**src/rtl/mem_scan_reader.sv**
```systemverilog
// mem_scan_reader: walks an address range of a synchronous-read RAM, capturing
// each word and holding address/data on display outputs for a dwell period.
//
// state  | meaning
// IDLE   | waiting for start; display keeps the last captured word
// ISSUE  | read strobe asserted at the current address
// WAIT   | RAM returns data; captured into display registers at cycle end
// HOLD   | display held for max(dwell,1) cycles, then advance or finish
// DONE   | one-cycle done pulse, back to IDLE
module mem_scan_reader #(
  parameter int WORD_SIZE   = 8,
  parameter int ADDR_WIDTH  = 8,
  parameter int DWELL_WIDTH = 24
) (
  input  logic                   clk,
  input  logic                   rst_n,
  input  logic                   start,
  input  logic                   stop,
  input  logic [ADDR_WIDTH-1:0]  start_addr,
  input  logic [ADDR_WIDTH-1:0]  end_addr,
  input  logic [DWELL_WIDTH-1:0] dwell,
  output logic [ADDR_WIDTH-1:0]  mem_addr,
  output logic                   mem_rd_en,
  input  logic [WORD_SIZE-1:0]   mem_rd_data,
  output logic [ADDR_WIDTH-1:0]  disp_addr,
  output logic [WORD_SIZE-1:0]   disp_data,
  output logic                   disp_valid,
  output logic                   busy,
  output logic                   done
);

  typedef enum logic [2:0] {
    S_IDLE  = 3'd0,
    S_ISSUE = 3'd1,
    S_WAIT  = 3'd2,
    S_HOLD  = 3'd3,
    S_DONE  = 3'd4
  } state_t;

  state_t                 state;
  logic [ADDR_WIDTH-1:0]  cur;
  logic [ADDR_WIDTH-1:0]  end_q;
  logic [DWELL_WIDTH-1:0] dwell_q;
  logic [DWELL_WIDTH-1:0] cnt;
  logic                   rd_en_q;

  // stop must kill a read issued in the same cycle, so the strobe is gated
  // combinationally rather than waiting for the next edge
  assign mem_rd_en = rd_en_q & ~stop;

  // scan sequencer with registered outputs
  always_ff @(posedge clk or negedge rst_n) begin
    if (!rst_n) begin
      state      <= S_IDLE;
      cur        <= '0;
      end_q      <= '0;
      dwell_q    <= '0;
      cnt        <= '0;
      rd_en_q    <= 1'b0;
      mem_addr   <= '0;
      disp_addr  <= '0;
      disp_data  <= '0;
      disp_valid <= 1'b0;
      busy       <= 1'b0;
      done       <= 1'b0;
    end else if (state != S_IDLE && stop) begin
      state      <= S_IDLE;
      rd_en_q    <= 1'b0;
      disp_valid <= 1'b0;
      busy       <= 1'b0;
      done       <= 1'b0;
    end else begin
      case (state)
        S_IDLE: begin
          if (start && !stop) begin
            cur        <= start_addr;
            end_q      <= end_addr;
            dwell_q    <= dwell;
            mem_addr   <= start_addr;
            rd_en_q    <= 1'b1;
            disp_valid <= 1'b0;
            busy       <= 1'b1;
            state      <= S_ISSUE;
          end
        end
        S_ISSUE: begin
          rd_en_q <= 1'b0;
          state   <= S_WAIT;
        end
        S_WAIT: begin
          disp_data  <= mem_rd_data;
          disp_addr  <= cur;
          disp_valid <= 1'b1;
          // a zero dwell still holds the word for one cycle
          cnt        <= (dwell_q == '0) ? DWELL_WIDTH'(1) : dwell_q;
          state      <= S_HOLD;
        end
        S_HOLD: begin
          if (cnt == DWELL_WIDTH'(1)) begin
            if (cur == end_q) begin
              done  <= 1'b1;
              state <= S_DONE;
            end else begin
              cur      <= cur + 1'b1;
              mem_addr <= cur + 1'b1;
              rd_en_q  <= 1'b1;
              state    <= S_ISSUE;
            end
          end else begin
            cnt <= cnt - 1'b1;
          end
        end
        S_DONE: begin
          done  <= 1'b0;
          busy  <= 1'b0;
          state <= S_IDLE;
        end
        default: begin
          rd_en_q <= 1'b0;
          busy    <= 1'b0;
          done    <= 1'b0;
          state   <= S_IDLE;
        end
      endcase
    end
  end

endmodule

```
**config.mk**
```make
export PLATFORM = sky130hd
export DESIGN_NAME = mem_scan_reader
export DESIGN_NICKNAME = d
export VERILOG_FILES = /design/src/rtl/mem_scan_reader.sv
export SDC_FILE = /design/constraint.sdc
export NUM_CORES = 1
export LEC_CHECK = 0
export CORE_UTILIZATION = 53
export CTS_CLUSTER_SIZE = 8
export DETAILED_ROUTE_END_ITERATION = 10
export MAX_ROUTING_LAYER = met4
export PLACE_DENSITY = 0.85
export SLEW_MARGIN = 5
export SYNTH_ARGS = -nofsm -noshare
export SYNTH_HDL_FRONTEND = slang
export SYNTH_SLANG_ARGS = --single-unit
```
**constraint.sdc**
```tcl
create_clock -name clk -period 3.3 [get_ports clk]
set_clock_uncertainty 0.2 [all_clocks]
set_input_delay 0.33 -clock clk [delete_from_list [all_inputs] [get_ports clk]]
set_output_delay 0.33 -clock clk [all_outputs]
set_load 0.01 [all_outputs]
```
==> metrics.md, run 1 <==
| Metric | Value |
|---|---|
| Crit-path max FO | `9` |
| Vias in the first global route | `around 3800` |
| Register area share after synthesis | `49.5%` |
| Static Leak | `2.44 nW` |
| WP data arrival | `a little over 3 ns` |
| Area grow syn2layout | `26.6%` |
| Ys flop type | `dfrtp_1` |
| Buffers & Inverters on Critical Path | `0` |
| Fin crit share | `about nine tenths` |
| Fmax | `about 330 MHz` |
| Final setup viols | `0` |
| CP endpoint kind | `flip-flop` |
| Largest net degree at the start of global routing | `between 40 and 50` |
| Syn Area/Cell | `approximately 9 um2` |
| Synth Cell Area | `4400 um2` |
| Placer Congestion | `about 0.8` |
| First-pass GRT wire length | `approximately 19 mm` |
| Syn_nets | `between 500 and 600` |
| Overall routed net length | `between 10 and 15 mm` |
| DR vias/cell | `6.03` |
| Count of warnings emitted by yosys | `0` |
| Outcome | `finished, final reports clean` |
| Yosys cell types | `a little under 50` |
| Full die area | `a little under 9000 um2` |
| HP Class | `input port to async pin` |
| Area share of the largest cell type after synthesis | `49.5%` |
| Clock slew at reported path FFs | `0.09 ns` |
| Cell taking the most area after synthesis | `dfrtp_1` |
| Row cnt | `32` |
| Final ANT Viol Nets | `0` |
| Die X | `around 93 um` |
| WHS | `0.219 ns` |
| PwrDens | `between 600 and 700 nW/um2` |
| Postcts setup bufs | `0` |
| Post-route DRC | `0` |
| WL/cell | `~17 um` |
| Chip Height | `93.1 um` |
| Maximum VDD drop | `between 0.3 and 0.4 mV` |
| Setup crit start | `cnt[14]` |
| Post-Syn Instances | `493` |
| Critical-path top delay cell | `or4_1` |
| Cts hold-fix bufs | `1` |
| Slew Limit Fails | `0` |
| Final setup margin | `0.305 ns` |
| CTS tree | `done` |
| Post-CTS sizing | `0` |
| Core area | `around 8000 um2` |
| Crit path largest cell delay | `between 0.6 and 0.7 ns` |
| Buffers added on ports | `79` |
| Iteration-0 DRC Markers | `476` |
| Post-place setup slack | `between 0.3 and 0.4 ns` |
| Fraction of layout instances using a drive strength above 1 | `around a tenth` |
| CTS max path bufs | `2` |
| Area contributors post-synth | `dfrtp_1 (50%), nand2_1 (10%), mux2_2 (4.1%)` |
| RSZ-0062 raised after global routing | `no` |
| Crit path required time | `about 3.4 ns` |
| Post-route minimum period | `approximately 3 ns` |
| Seq cells post-synth | `a little under 90` |
| Max Cap Viol | `0` |
| Worst path top cell family by delay | `simple AND/OR/NAND/NOR gates` |
| Grt total ovfl | `0` |
| Async SR Flop Fraction | `100%` |
| Launch point of the worst reg-to-reg path | `cnt[14]` |
| Antenna violations before repair | `0` |
| Ant diodes | `0` |
| IO Count | `80` |
| Post-DP HPWL | `roughly 7.9 mm` |
| Root buf cell | `clkbuf_8` |
| Nets@finish | `~620` |
| R2R cell count | `5` |
| Clock Latency Late Sink | `about 0.36 ns` |
| Slew margin rel. | `roughly 41%` |
| Critical path, cell by cell | `or4_4 > or4_1 > a2111oi_4 > o21ai_0 > a2bb2oi_1` |
| Final setup TNS | `0 ns` |
| Crit Path Class | `flip-flop to flip-flop` |
| Initial Utilization | `between 50 and 60%` |
| Gr usage total | `28.0%` |
| Final Hold Viols | `0` |
| TritonRoute pass-1 iters | `5` |
| DR vias | `just over 4000` |
| Num Clock Sinks | `87` |
| EDFF count, synth | `0` |
| CTS Buf Count | `9` |
| Critical Path Start Type | `flip-flop` |
| Worst-Margin Slew | `0.880 ns` |
| Stages on the worst setup path | `5` |
| CTS H-tree lvls | `3` |
==> per-stage QoR <==
stage,instances,instance area (um2),total power [mW],utilization [%]
4_1_cts,673,5570,3.64,70.6
5_1_grt,673,5570,3.83,70.6
3_3_place_gp,656,5300,2.61,67.1
6_report,673,5570,3.64,70.6
2_1_floorplan,493,4400,2.16,-
3_5_place_dp,656,5300,2.67,67.1
==> sequential cells by signal, indices dropped and copies added (netlist names) <==
signal,cells
busy,1
cnt,24
cur,8
disp_addr,8
disp_data,8
disp_valid,1
done,1
dwell_q,24
end_q,8
rd_en_q,1
state,3
==> cell usage after synthesis (all sizes together) (3+ instances only) <==
library cell,n
a21oi,28
o311ai,3
nand3,10
clkbuf,25
buf,6
nand2,118
nor3,13
mux2,16
a31o,3
a32oi,6
ha,3
o21ai,33
or4,4
o22ai,5
a22oi,4
inv,13
and3,9
xor2,8
nor4,17
a31oi,8
nand2b,3
a2bb2oi,6
dfrtp,87
nor2,32
==> cell usage in the layout (no fill, tap or decap), drive strengths merged, types with 8 or more instances in the layout <==
cell,count
inv,14
and3,9
a31oi,8
nand3,10
nor4,17
buf,14
nand2,118
a21oi,28
dfrtp,87
o21ai,33
nor2,32
nor3,13
clkdlybuf4s50,78
clkbuf,11
xor2,8
mux2,16
==> area by class of cell <==
class | count | area [um2]
flip-flops and latches | 87 | 2180
multi-input cells | 362 | 2060
inverters | 13 | 48.8
well taps | 102 | 128
fillers | 592 | 2320
repair buffers | 93 | 896
clock inverters | 5 | 129
clock buffers | 11 | 131
==> report_power, final <==
| part | internal (mW) | switching, mW |
|---|---|---|
| Sequential | 1.35 | 0.294 |
| Clock | 0.583 | 0.384 |
| Combinational | 0.530 | 0.492 |
| Total | 2.47 | 1.17 |
==> worst paths after layout <==
check                      slack (ns)           to
min in group clk                 0.29   dwell_q[6]
hold / removal                   0.22      rd_en_q
hold reg to reg                  0.31         done
setup / recovery                 0.31       cur[0]
setup reg to reg                 0.31       cur[0]
max in group asynchronous        1.95  dwell_q[18]
==> metal layers <==
layer | GRT usage (%) | share of wire, %
met1 | 39.1 | 44
met2 | 42.0 | 48
met4 | 9.23 | 1.8
met5 | - | 0
met3 | 4.47 | 6.5
==> logic make-up (layout without fill, tap and decap cells) <==
group / after synthesis / in the layout / share of synthesized area [%]
fa+ha+maj: 3 / 3 / 0.854
compound gates: 118 / 118 / 17.8
simple gates: 217 / 217 / 22.3
buf+inv: 44 / 122 / 3.78
mux: 16 / 16 / 4.10
flops: 87 / 87 / 49.5
xor+xnor: 8 / 8 / 1.59
Note: power is estimated with default switching activity, not from simulation.
==> run 2, diff against run 1 <==
--- a/config.mk
+++ b/config.mk
@@ -10,6 +10,7 @@
 export DETAILED_ROUTE_END_ITERATION = 10
 export MAX_ROUTING_LAYER = met4
 export PLACE_DENSITY = 0.85
+export SETUP_SLACK_MARGIN = 0.1
 export SLEW_MARGIN = 5
 export SYNTH_ARGS = -nofsm -noshare
 export SYNTH_HDL_FRONTEND = slang
==> results of run 2 <==
The final DEF is identical to that of run 1; final timing and power are the same.
